==> src/rtl/video_pkg.sv <==
// Shared definitions for the raster video source.
// Contents: pattern select codes, default raster timing, and width helpers
// used to size the h/v counters and the x/y position outputs.
package video_pkg;

  localparam logic [1:0] PAT_RAMP  = 2'd0;
  localparam logic [1:0] PAT_XGRAD = 2'd1;
  localparam logic [1:0] PAT_CHECK = 2'd2;
  localparam logic [1:0] PAT_CONST = 2'd3;

  localparam int DEF_H_ACTIVE = 10;
  localparam int DEF_H_FP     = 2;
  localparam int DEF_H_SYNC   = 3;
  localparam int DEF_H_BP     = 1;
  localparam int DEF_V_ACTIVE = 5;
  localparam int DEF_V_FP     = 1;
  localparam int DEF_V_SYNC   = 1;
  localparam int DEF_V_BP     = 1;

  // Bits needed to hold values 0..n-1, never less than 1.
  function automatic int cnt_w(input int n);
    return (n > 1) ? $clog2(n) : 1;
  endfunction

  function automatic int total4(input int a, input int fp, input int s, input int bp);
    return a + fp + s + bp;
  endfunction

endpackage

==> src/rtl/raster_counter.sv <==
// Horizontal/vertical raster position counters.
// Ports:
//   i_clk, i_rst_n  pixel clock, async active-low reset
//   i_en            advance enable; low holds both counters
//   o_h_cnt         0..H_TOTAL-1
//   o_v_cnt         0..V_TOTAL-1, steps when o_h_cnt wraps
//   o_h_wrap        counter is on the last clock of a line
//   o_frame_wrap    counter is on the last clock of a frame
module raster_counter
  import video_pkg::*;
#(
  parameter int H_TOTAL = 16,
  parameter int V_TOTAL = 8,
  parameter int HW      = cnt_w(H_TOTAL + 1),
  parameter int VW      = cnt_w(V_TOTAL + 1)
) (
  input  logic          i_clk,
  input  logic          i_rst_n,
  input  logic          i_en,
  output logic [HW-1:0] o_h_cnt,
  output logic [VW-1:0] o_v_cnt,
  output logic          o_h_wrap,
  output logic          o_frame_wrap
);

  localparam logic [HW-1:0] H_LAST = HW'(H_TOTAL - 1);
  localparam logic [VW-1:0] V_LAST = VW'(V_TOTAL - 1);

  logic [HW-1:0] r_h;
  logic [VW-1:0] r_v;

  assign o_h_cnt      = r_h;
  assign o_v_cnt      = r_v;
  assign o_h_wrap     = (r_h == H_LAST);
  assign o_frame_wrap = o_h_wrap && (r_v == V_LAST);

  always_ff @(posedge i_clk or negedge i_rst_n) begin
    if (!i_rst_n) begin
      r_h <= '0;
      r_v <= '0;
    end else if (i_en) begin
      if (o_h_wrap) begin
        r_h <= '0;
        r_v <= o_frame_wrap ? '0 : r_v + VW'(1);
      end else begin
        r_h <= r_h + HW'(1);
      end
    end
  end

endmodule

==> src/rtl/video_stream_gen.sv <==
// Raster test-pattern source: hsync/vsync/de timing plus an 8-bit pixel.
// Ports:
//   clk, rst             pixel clock, async active-low reset
//   en                   run enable; low freezes the raster
//   pattern_sel          0 ramp, 1 x-gradient, 2 checker, 3 constant
//   const_val            pixel value for the constant pattern
//   pixel_out, de        pixel and data enable (pixel is 0 in blanking)
//   hsync, vsync         sync pulses at SYNC_POL level
//   x_pos, y_pos         column/row of the pixel on pixel_out
//   frame_start          pulse with pixel (0,0)
//   line_end             pulse with the last active pixel of each line
// Every output is a register fed from counter state, one clock behind it.
module video_stream_gen
  import video_pkg::*;
#(
  parameter int H_ACTIVE = DEF_H_ACTIVE,
  parameter int H_FP     = DEF_H_FP,
  parameter int H_SYNC   = DEF_H_SYNC,
  parameter int H_BP     = DEF_H_BP,
  parameter int V_ACTIVE = DEF_V_ACTIVE,
  parameter int V_FP     = DEF_V_FP,
  parameter int V_SYNC   = DEF_V_SYNC,
  parameter int V_BP     = DEF_V_BP,
  parameter bit SYNC_POL = 1'b1,
  parameter int XW       = cnt_w(H_ACTIVE),
  parameter int YW       = cnt_w(V_ACTIVE)
) (
  input  logic          clk,
  input  logic          rst,
  input  logic          en,
  input  logic [1:0]    pattern_sel,
  input  logic [7:0]    const_val,
  output logic [7:0]    pixel_out,
  output logic          de,
  output logic          hsync,
  output logic          vsync,
  output logic [XW-1:0] x_pos,
  output logic [YW-1:0] y_pos,
  output logic          frame_start,
  output logic          line_end
);

  localparam int H_TOTAL = total4(H_ACTIVE, H_FP, H_SYNC, H_BP);
  localparam int V_TOTAL = total4(V_ACTIVE, V_FP, V_SYNC, V_BP);
  localparam int HW      = cnt_w(H_TOTAL + 1);
  localparam int VW      = cnt_w(V_TOTAL + 1);

  localparam logic [HW-1:0] H_ACT    = HW'(H_ACTIVE);
  localparam logic [HW-1:0] H_LASTA  = HW'(H_ACTIVE - 1);
  localparam logic [HW-1:0] HS_START = HW'(H_ACTIVE + H_FP);
  localparam logic [HW-1:0] HS_END   = HW'(H_ACTIVE + H_FP + H_SYNC - 1);
  localparam logic [VW-1:0] V_ACT    = VW'(V_ACTIVE);
  localparam logic [VW-1:0] VS_START = VW'(V_ACTIVE + V_FP);
  localparam logic [VW-1:0] VS_END   = VW'(V_ACTIVE + V_FP + V_SYNC - 1);
  localparam bit            VLINE0   = (V_ACTIVE + V_FP == 0) && (V_SYNC > 0);

  logic [HW-1:0] w_h;
  logic [VW-1:0] w_v, w_v_next;
  logic          w_h_wrap, w_frame_wrap;

  raster_counter #(.H_TOTAL(H_TOTAL), .V_TOTAL(V_TOTAL), .HW(HW), .VW(VW)) u_cnt (
    .i_clk        (clk),
    .i_rst_n      (rst),
    .i_en         (en),
    .o_h_cnt      (w_h),
    .o_v_cnt      (w_v),
    .o_h_wrap     (w_h_wrap),
    .o_frame_wrap (w_frame_wrap)
  );

  // r_origin: counters sit at (0,0). r_vline: current line is a vsync line.
  // Both are updated only at wrap points, so vsync edges land on h_cnt=0.
  logic       r_origin, r_vline;
  logic [1:0] r_pat;
  logic [7:0] r_const;

  logic       w_latch, w_act, w_hs, w_vnext_sync;
  logic [1:0] w_pat;
  logic [7:0] w_cval, w_x8, w_y8, w_pix;

  assign w_v_next     = w_frame_wrap ? '0 : w_v + VW'(1);
  assign w_vnext_sync = (w_v_next >= VS_START) && (w_v_next <= VS_END);
  assign w_act        = (w_h < H_ACT) && (w_v < V_ACT);
  assign w_hs         = (w_h >= HS_START) && (w_h <= HS_END);

  // Pixel (0,0) already uses the freshly latched selection.
  assign w_latch = en && r_origin;
  assign w_pat   = w_latch ? pattern_sel : r_pat;
  assign w_cval  = w_latch ? const_val : r_const;

  assign w_x8 = 8'(w_h);
  assign w_y8 = 8'(w_v);

  always_comb begin
    w_pix = 8'h00;
    case (w_pat)
      PAT_RAMP:  w_pix = w_x8 + w_y8 * 8'(H_ACTIVE);
      PAT_XGRAD: w_pix = w_x8;
      PAT_CHECK: w_pix = (w_x8[3] ^ w_y8[3]) ? 8'hFF : 8'h00;
      PAT_CONST: w_pix = w_cval;
      default:   w_pix = 8'h00;
    endcase
  end

  logic [7:0]    r_pix;
  logic          r_de, r_hs, r_vs, r_fs, r_le;
  logic [XW-1:0] r_x;
  logic [YW-1:0] r_y;

  always_ff @(posedge clk or negedge rst) begin
    if (!rst) begin
      r_origin <= 1'b1;
      r_vline  <= VLINE0;
      r_pat    <= PAT_RAMP;
      r_const  <= 8'h00;
      r_pix    <= 8'h00;
      r_de     <= 1'b0;
      r_fs     <= 1'b0;
      r_le     <= 1'b0;
      r_hs     <= ~SYNC_POL;
      r_vs     <= ~SYNC_POL;
      r_x      <= '0;
      r_y      <= '0;
    end else if (en) begin
      r_origin <= w_frame_wrap;
      if (w_h_wrap) r_vline <= w_vnext_sync;
      if (w_latch) begin
        r_pat   <= pattern_sel;
        r_const <= const_val;
      end
      r_de  <= w_act;
      r_fs  <= w_act && r_origin;
      r_le  <= w_act && (w_h == H_LASTA);
      r_pix <= w_act ? w_pix : 8'h00;
      r_hs  <= w_hs ? SYNC_POL : ~SYNC_POL;
      r_vs  <= r_vline ? SYNC_POL : ~SYNC_POL;
      if (w_act) begin
        r_x <= XW'(w_h);
        r_y <= YW'(w_v);
      end
    end else begin
      // Paused: syncs and position hold, data qualifiers drop.
      r_de  <= 1'b0;
      r_fs  <= 1'b0;
      r_le  <= 1'b0;
      r_pix <= 8'h00;
    end
  end

  assign pixel_out   = r_pix;
  assign de          = r_de;
  assign hsync       = r_hs;
  assign vsync       = r_vs;
  assign x_pos       = r_x;
  assign y_pos       = r_y;
  assign frame_start = r_fs;
  assign line_end    = r_le;

endmodule

==> config.mk <==
export PLATFORM = sky130hd
export DESIGN_NAME = video_stream_gen
export DESIGN_NICKNAME = d
export VERILOG_FILES = /design/src/rtl/video_pkg.sv /design/src/rtl/raster_counter.sv /design/src/rtl/video_stream_gen.sv
export SDC_FILE = /design/constraint.sdc
export NUM_CORES = 1
export LEC_CHECK = 0
export ABC_AREA = 1
export CORE_ASPECT_RATIO = 0.7
export CORE_MARGIN = 2
export CORE_UTILIZATION = 50
export CTS_CLUSTER_SIZE = 8
export DETAILED_ROUTE_END_ITERATION = 12
export PLACE_DENSITY = 0.76
export REMOVE_ABC_BUFFERS = 1
export SLEW_MARGIN = 20
export SYNTH_ARGS = -nofsm -noshare
export SYNTH_HDL_FRONTEND = slang
export SYNTH_HIERARCHICAL = 1
export SYNTH_SLANG_ARGS = --single-unit
==> constraint.sdc <==
create_clock -name clk -period 2.3 [get_ports clk]
set_clock_uncertainty 0.2 [all_clocks]
set_input_delay 0.46 -clock clk [delete_from_list [all_inputs] [get_ports clk]]
set_output_delay 0.46 -clock clk [all_outputs]
set_load 0.1 [all_outputs]
Word-level counts from Yosys, hierarchy flattened
Cells that the tools add are included.
{ "word_totals": {"in_bits": 13, "output_inout_bits": 20, "wordCells": 54, "ff_bits": 41} }
{ "op_classes": {"order_cmp": 6, "multipliers": 1, "n_bitwise": 1, "eq_ne": 6, "reduce_logical": 10, "muxes": 13, "addsub": 3} }
{ "ops": {"columns": ["cell", "count"], "rows": [
  ["two-way mux 8 bit", 4],
  ["one-hot mux 8 bit (4 select lines)", 1],
  ["equality test 5 x 4 -> 1 bit (second input constant)", 2],
  ["adder 5 x 8 -> 8 bit", 1],
  ["logical AND 1 bit", 7],
  ["multiplier 4 x 3 -> 7 bit (second input constant)", 1],
  ["adder 5 x 1 -> 5 bit (second input constant)", 1],
  ["greater-or-equal comparator 5 x 4 -> 1 bit (second input constant)", 1],
  ["<= comparator 5 x 4 -> 1 bit (second input constant)", 1],
  ["< comparator 5 x 4 -> 1 bit (second input constant)", 1],
  ["two-way mux 1 bit", 5],
  ["two-way mux 5 bit", 1],
  ["adder 4 x 1 -> 4 bit (second input constant)", 1],
  ["equality test 2 bit (second input constant)", 2],
  ["equality test 4 x 3 -> 1 bit (second input constant)", 1],
  ["greater-or-equal comparator 4 x 3 -> 1 bit (second input constant)", 1],
  ["<= comparator 4 x 3 -> 1 bit (second input constant)", 1],
  ["< comparator 4 x 3 -> 1 bit (second input constant)", 1],
  ["two-way mux 4 bit", 1],
  ["AND reduction 2 bit", 2],
  ["equality test 2 x 1 -> 1 bit (second input constant)", 1],
  ["logical NOT 2 bit", 1],
  ["two-way mux 2 bit", 1],
  ["bitwise XOR 1 bit", 1]
]} }

Longest topological paths before layout
Gate-level depths: netlist (run 1).
{ "logic_depth": {"word_depth": 6, "ltp_mapped": 11, "depth_no_buf": 11} }

Modules after synthesis
Netlist (run 1), hierarchy kept.
{ "by_module_without_submodules": {"columns": ["module", "area_per_inst_um2", "cells_each", "instances"], "rows": [
  ["video_stream_gen", 2030.7, 235, 1],
  ["raster_counter", 490.5, 61, 1]
]} }

Least setup slack after synthesis (run 1)
No wires, ideal clock.
{ "synth_path": {"path_kind": "register -> register", "startpoint": "register u_cnt.r_v[3], in the netlist u_cnt/o_v_cnt[3]", "endpoint": "register r_pix[6], in the netlist pixel_out[6]", "arrival_time_ps": 2034, "path_stages_with_launch": 11, "period_less_slack_ps": 2347, "setup_ps": 113, "slack_ps": -47, "path_cell_list": "dfrtp_1 ha_1 ha_1 fa_1 nand2_1 nor2_1 nand2_1 nand4_1 nand3_1 nand2_1 inv_1"} }
{ "synth_between": {"elab_chain_len": 5} }
{ "synth_rtl": {"columns": ["item", "line_no", "rtl"], "rows": [
  ["start: declaration", "raster_counter.sv:30", "logic [VW-1:0] r_v;"],
  ["start signal: assignment", "raster_counter.sv:44", "r_v <= o_frame_wrap ? '0 : r_v + VW'(1);"],
  ["multiplier 4 x 3 -> 7 bit / bitwise XOR 1 bit (equally long branches)", "video_stream_gen.sv:97, video_stream_gen.sv:99", null],
  ["adder 5 x 8 -> 8 bit / two-way mux 8 bit (equally long branches)", "video_stream_gen.sv:97, video_stream_gen.sv:99", null],
  ["one-hot mux 8 bit (4 select lines)", "video_stream_gen.sv:96", "case (w_pat)"],
  ["two-way mux 8 bit (*)", "video_stream_gen.sv:134", "r_pix <= w_act ? w_pix : 8'h00;"],
  ["two-way mux 8 bit (*)", "video_stream_gen.sv:124", "end else if (en) begin"],
  ["end signal: assignment", "video_stream_gen.sv:134", null],
  ["end: declaration", "video_stream_gen.sv:105", "logic [7:0] r_pix;"]
]} }
Mark *: on every way between the ends. The rest lies on a longest branch, timed or not.
A chain may end at the register's enable or synchronous reset.

Worst setup path after layout (run 1)
Same ends and word-level chain as after synthesis.

==> results.sh, run 1 <==
export IMPL_synth_cells=296
export IMPL_cellPowerDensity_nw_per_um2=1160
export IMPL_power_mw=3.49
export IMPL_outcome="finished, final reports clean"
export IMPL_holdCritPathClass="in2async"
export IMPL_fin_area_sq_um=2990
export IMPL_dp_slack_ns=0.0716
export IMPL_wl_per_cell_um=12.2
export IMPL_num_rows=21
export IMPL_yosysTopAreaCell="dfrtp_1"
export IMPL_drtPass1Iterations=4
export IMPL_dpl_cell_area_sq_um=2900
export IMPL_antenna_found_initial=0
export IMPL_worstSetupPathType="reg2reg"
export IMPL_netlist_top_cells_area="dfrtp_1, nand2_1, ha_1, inv_1, nand3_1"
export IMPL_synth_adder_area_share_pct=7.54
export IMPL_tightest_slew_ns=0.509
export IMPL_drtAntennaViolNets=0
export IMPL_ir_drop_mv=1.12
export IMPL_die_y_um=63.4
export IMPL_leakagePower_nw=1.56
export IMPL_slew_headroom_pct=66.0
export IMPL_maxCapViolCount=0
export IMPL_via_count=2027
export IMPL_synth_area_mux_share_pct=0.447
export IMPL_crit_required_ns=2.29
export IMPL_path_cells="ha_1 > ha_2 > fa_1 > nand2_1 > nor2_1 > nand2_1 > nand4_1 > nand3_1 > nand2_1 > inv_1"
export IMPL_ys_warn_count=6
export IMPL_setup_viol=0
export IMPL_start_util_pct=52.4
export IMPL_cts_root_buf="clkbuf_8"
export IMPL_synth_flop_cell="dfrtp_1"
export IMPL_ys_seq_area_share_pct=40.7
export IMPL_path_max_fanout=2
export IMPL_path_buf_inv=1
export IMPL_synth_seq_cells=41
export IMPL_clk_pin_slew_ns=0.08
export IMPL_io_pins=33
export IMPL_design_die_area_sq_um=5640
export IMPL_synthSimpleGateAreaFrac_pct=33.2
export IMPL_port_buffers=32
export IMPL_place_hpwl_um=3840
export IMPL_yosysUniqueCellTypes=36
export IMPL_period_needed_ns=2.23
export IMPL_crit_slowest_cell="fa_1"
export IMPL_clockBufferDepth=2
export IMPL_gr_total_overflow=0
export IMPL_synth_compound_area_share_pct=7.59
export IMPL_coreArea_sq_um=4810
export IMPL_track_usage_pct=19.7
export IMPL_netlist_area_sq_um=2520
export IMPL_h_tree_depth=2
export IMPL_clk_insertion_delay_late_ns=0.29
export IMPL_cts_hold_buf=0
export IMPL_fmax_ghz=0.448
export IMPL_drive_gt1_share_pct=22.7
export IMPL_gp_congestion=0.856
export IMPL_worst_setup_path_end_kind="flop"
export IMPL_maxSlewViolCount=0
export IMPL_antenna_cells=0
export IMPL_finalHoldViolations=0
export IMPL_grt_pass1_wl_um=8710
export IMPL_cp_arrival_ns=2.22
export IMPL_final_setup_worst_slack_ns=0.0692
export IMPL_path_delay_family="adder cells"
export IMPL_rsz0062_at_grt="yes"
export IMPL_synth_edf_count=0
export IMPL_cts_sinks=41
export IMPL_grt_max_degree=42
export IMPL_synth_area_per_cell_sq_um=8.52
export IMPL_nNetsFinal=365
export IMPL_chipWidth_um=88.9
export IMPL_synthArstFlopShare_pct=100
export IMPL_startpoint_type="flop"
export IMPL_synth_top_cell_area_share_pct=39.7
export IMPL_max_stage_delay_ns=0.52
export IMPL_cts_buffers=5
export IMPL_viasPerCell=4.97
export IMPL_crit_top_cell="nand2_1"
export IMPL_finalCritPeriodShare_pct=97.0
export IMPL_cts_tree="yes"
export IMPL_drcViolationCount=0
export IMPL_synth_top_family_by_area="simple AND/OR/NAND/NOR gates"
export IMPL_synth_xor_area_share_pct=1.04
export IMPL_drt_iter0_markers=71
export IMPL_syn_to_final_growth_pct=18.8
export IMPL_grt_pass1_vias=1980
export IMPL_drt_total_wl_um=5000
## cell usage after synthesis (5+ instances only)
cell and number:
nor2_1 17, nand3_1 28, o21ai_1 7, inv_2 5, nand2_2 7, dfrtp_1 40, ha_1 12, o21ai_0 6
a21oi_1 6, nand4_1 5, inv_1 39, nand2_1 82
## sequential cells by signal (all words and copies together) (netlist names)
register       count
x_pos              4
r_const            8
de                 1
vsync              1
u_cnt/o_v_cnt      4
y_pos              3
r_origin           1
u_cnt/o_h_cnt      5
r_vline            1
pixel_out          8
frame_start        1
r_pat              2
hsync              1
line_end           1
## timing repair
item | 4_1_cts | 5_1_grt
resized for setup | 0 | 2
setup buffers | 0 | 0
setup endpoints to repair | 0 | 2
## cell type report
| type | instances | area (sq um) |
|---|---|---|
| Clock buffer | 8 | 80.1 |
| Fill cell | 412 | 1810 |
| Inverter | 46 | 185 |
| Multi-Input combinational cell | 203 | 1270 |
| Sequential cell | 41 | 1030 |
| Tap cell | 69 | 86.3 |
| Timing Repair Buffer | 41 | 345 |
## metal layers
metal  track usage (%)  part of all wire [%]
met4              5.68                   1.1
met3              4.19                   3.9
met1              27.7                    50
met2              30.4                    44
met5                 0                     0
## placed cells by master (no fill, tap or decap), types with 3 or more instances in the layout
cell,instances
a21oi_1,6
buf_4,28
clkbuf_1,3
clkbuf_8,5
clkdlybuf4s50_1,11
dfrtp_1,40
ha_1,10
inv_1,39
inv_2,5
nand2_1,82
nand2_2,7
nand2_4,4
nand2_8,3
nand3_1,28
nand4_1,5
nor2_1,17
o21ai_0,6
o21ai_1,7
o21ai_2,4
## per-stage QoR
| step | hold WS (ns) | instances | setup TNS, ns | util [%] |
|---|---|---|---|---|
| finish | 0.0205 | 408 | 0 | 62.3 |
| global route | 0.0701 | 408 | -0.0385 | 62.3 |
| CTS | 0.0354 | 408 | 0 | 62.0 |
| detailed placement | 0.264 | 400 | 0 | 60.3 |
| global placement | 0.264 | 400 | 0 | 60.3 |
| floorplan | -0.0356 | 290 | -0.0471 | - |
## logic make-up (layout without fill, tap and decap cells)
kind of cell             count (synthesis)  after routing
adder cells (fa/ha/maj)                 14             14
flip-flops                              41             41
multiplexers                             1              1
buffers and inverters                   52             95
AND/OR/NAND/NOR                        157            157
AO/OA/AOI/OAI                           28             28
XOR/XNOR                                 3              3
## power by group
part / internal [mW] / switching (mW)
clock: 0.216 / 0.233
combinational: 0.542 / 1.45
sequential: 0.890 / 0.159
total: 1.65 / 1.84
## worst paths after layout
check                                             start                      to  slack, ns  cells past startpoint
hold / removal                                      rst  r_const[5]$_DFFE_PN0P_       0.02                      2
max in group asynchronous                           rst    r_origin$_DFFE_PN1P_       1.51                      2
min in group clk                 r_const[3]$_DFFE_PN0P_  r_const[3]$_DFFE_PN0P_       0.28                      2
setup / recovery           u_cnt/o_v_cnt[3]$_DFFE_PN0P_  pixel_out[6]$_DFF_PN0_       0.07                     10
hold reg to reg                  r_const[3]$_DFFE_PN0P_  r_const[3]$_DFFE_PN0P_       0.28                      2
setup reg to reg           u_cnt/o_v_cnt[3]$_DFFE_PN0P_  pixel_out[6]$_DFF_PN0_       0.07                     10
No activity file was read; power rests on OpenSTA's default activity.
==> run 2: changes to the inputs <==
- CORE_UTILIZATION: 50 -> 40
- PLACE_DENSITY: 0.76 -> unset
==> results.sh, run 2 (synthesis results as in run 1) <==
export IMPL_ff2ff_path_depth=10
export IMPL_critical_path_endpoint="pixel_out[6]$_DFF_PN0_"
export IMPL_wl_per_cell_um=11.9
export IMPL_clk_insertion_delay_late_ns=0.30
export IMPL_viasPerCell=4.65
export IMPL_grt_pass1_vias=1800
export IMPL_final_cell_mix="nand2_1, dfrtp_1, inv_1"
export IMPL_worstReg2RegEnd="pixel_out[6]$_DFF_PN0_"
export IMPL_period_needed_ns=2.25
export IMPL_cts_sinks=41
export IMPL_nNetsFinal=365
export IMPL_maxCapViolCount=0
export IMPL_drt_iter0_markers=76
export IMPL_holdWs_ns=0.0133
export IMPL_finalCritPeriodShare_pct=97.7
export IMPL_coreArea_sq_um=6160
export IMPL_path_max_fanout=3
export IMPL_antenna_found_initial=0
export IMPL_startpoint_type="flop"
export IMPL_design_die_area_sq_um=6960
export IMPL_place_hpwl_um=3900
export IMPL_max_stage_delay_ns=0.59
export IMPL_antenna_cells=0
export IMPL_slew_headroom_pct=66.1
export IMPL_tightest_slew_ns=0.508
export IMPL_outcome="finished, final reports clean"
export IMPL_reg2reg_from="u_cnt/o_v_cnt[3]$_DFFE_PN0P_"
export IMPL_ff2ff_setup_slack_ns=0.05
export IMPL_cts_tree="yes"
export IMPL_setup_viol=0
export IMPL_final_util_pct=49.5
export IMPL_path_cells="ha_1 > ha_2 > fa_1 > nand2_1 > nor2_1 > nand2_1 > nand4_1 > nand3_1 > nand2_1 > inv_1"
export IMPL_crit_top_cell="nand2_1"
export IMPL_drcViolationCount=0
export IMPL_via_count=1937
export IMPL_chipWidth_um=98.9
export IMPL_track_usage_pct=15.7
export IMPL_syn_to_final_growth_pct=20.7
export IMPL_cellPowerDensity_nw_per_um2=1190
export IMPL_start_util_pct=41.0
export IMPL_cp_arrival_ns=2.23
export IMPL_cts_root_buf="clkbuf_8"
export IMPL_cts_hold_buf=0
export IMPL_io_pins=33
export IMPL_post_cts_buffers=0
export IMPL_drtAntennaViolNets=0
export IMPL_clockBufferDepth=2
export IMPL_final_common_cell="nand2_1"
export IMPL_holdCritPathClass="in2async"
export IMPL_cts_buffers=5
export IMPL_power_mw=3.62
export IMPL_clk_pin_slew_ns=0.08
export IMPL_cp_startpoint="u_cnt/o_v_cnt[3]$_DFFE_PN0P_"
export IMPL_drtPass1Iterations=4
export IMPL_leakagePower_nw=1.58
export IMPL_cp_num_cells=10
export IMPL_grt_max_degree=42
export IMPL_finalHoldViolations=0
export IMPL_crit_slowest_cell="fa_1"
export IMPL_grt_pass1_wl_um=8660
export IMPL_num_rows=24
export IMPL_worst_setup_path_end_kind="flop"
export IMPL_worstSetupPathType="reg2reg"
export IMPL_drt_total_wl_um=4970
export IMPL_gr_total_overflow=0
export IMPL_path_delay_family="adder cells"
export IMPL_port_buffers=32
export IMPL_h_tree_depth=2
export IMPL_ir_drop_mv=0.799
export IMPL_gp_congestion=0.791
export IMPL_maxSlewViolCount=0
export IMPL_rsz0062_at_grt="yes"
export IMPL_fillers=582
export IMPL_die_y_um=70.4
export IMPL_drive_gt1_share_pct=23.6
export IMPL_fmax_ghz=0.445
export IMPL_path_buf_inv=1
export IMPL_crit_required_ns=2.28
run 2: cell count changes in the layout (fill, tap and decap cells not counted), sizes merged:
cell    change
clkbuf      -1
bufinv      +1
run 2: how the worst min path moves through the flow:
| stage | from | endpoint | cells past startpoint |
|---|---|---|---|
| after global routing | rst | r_const[5]$_DFFE_PN0P_ | 2 |
| final | rst | r_const[4]$_DFFE_PN0P_ | 2 |
| after global placement | r_const[0]$_DFFE_PN0P_ | r_const[0]$_DFFE_PN0P_ | 2 |
| after floorplan | rst | de$_DFF_PN0_ | 0 |
| after CTS | rst | r_const[4]$_DFFE_PN0P_ | 2 |
| after detailed placement | r_const[1]$_DFFE_PN0P_ | r_const[1]$_DFFE_PN0P_ | 2 |
run 2: per-stage QoR:
| stage | setup TNS [ns] | setup WS [ns] | cell area (sq um) | cells |
|---|---|---|---|---|
| 2_1_floorplan | -0.0471 | -0.0471 | 2470 | 290 |
| 3_3_place_gp | 0 | 0.0410 | 2910 | 409 |
| 3_5_place_dp | 0 | 0.0473 | 2910 | 409 |
| 4_1_cts | 0 | 0.0309 | 3030 | 417 |
| 5_1_grt | -0.209 | -0.108 | 3040 | 417 |
| 6_report | 0 | 0.0523 | 3040 | 417 |
run 2: where the power goes:
part           total, mW  switching [mW]  internal, mW
clock              0.592           0.238         0.354
combinational       1.99            1.45         0.541
sequential          1.04           0.150         0.889
run 2: metal layers:
layer,part of all wire (%),GRT usage [%]
met2,42,22.1
met4,1.2,5.18
met1,52,23.3
met3,4.6,4.10
met5,0,0
run 2: cell type report:
type                    instances  area (sq um)  area share (%)
multi-input cells             203          1270            41.8
flip-flops and latches         41          1030            33.7
repair buffers                 41           345            11.3
inverters                      46           185            6.08
well taps                      78          97.6            3.21
clock buffers                   7          86.3            2.84
clock inverters                 1          30.0           0.986
run 2: worst reg2reg max path, delay by kind of cell, from the launching register on:
family	cells	cell delay [ns]
adder cells (fa/ha/maj)	3	1.08
AND/OR/NAND/NOR	6	0.44
flip-flops	1	0.39
buffers and inverters	1	0.04
run 2: timing repair:
item	4_1_cts	5_1_grt
endpoints found under the setup margin	0	3
endpoints found under the hold margin	0	0
gates resized for setup	0	3
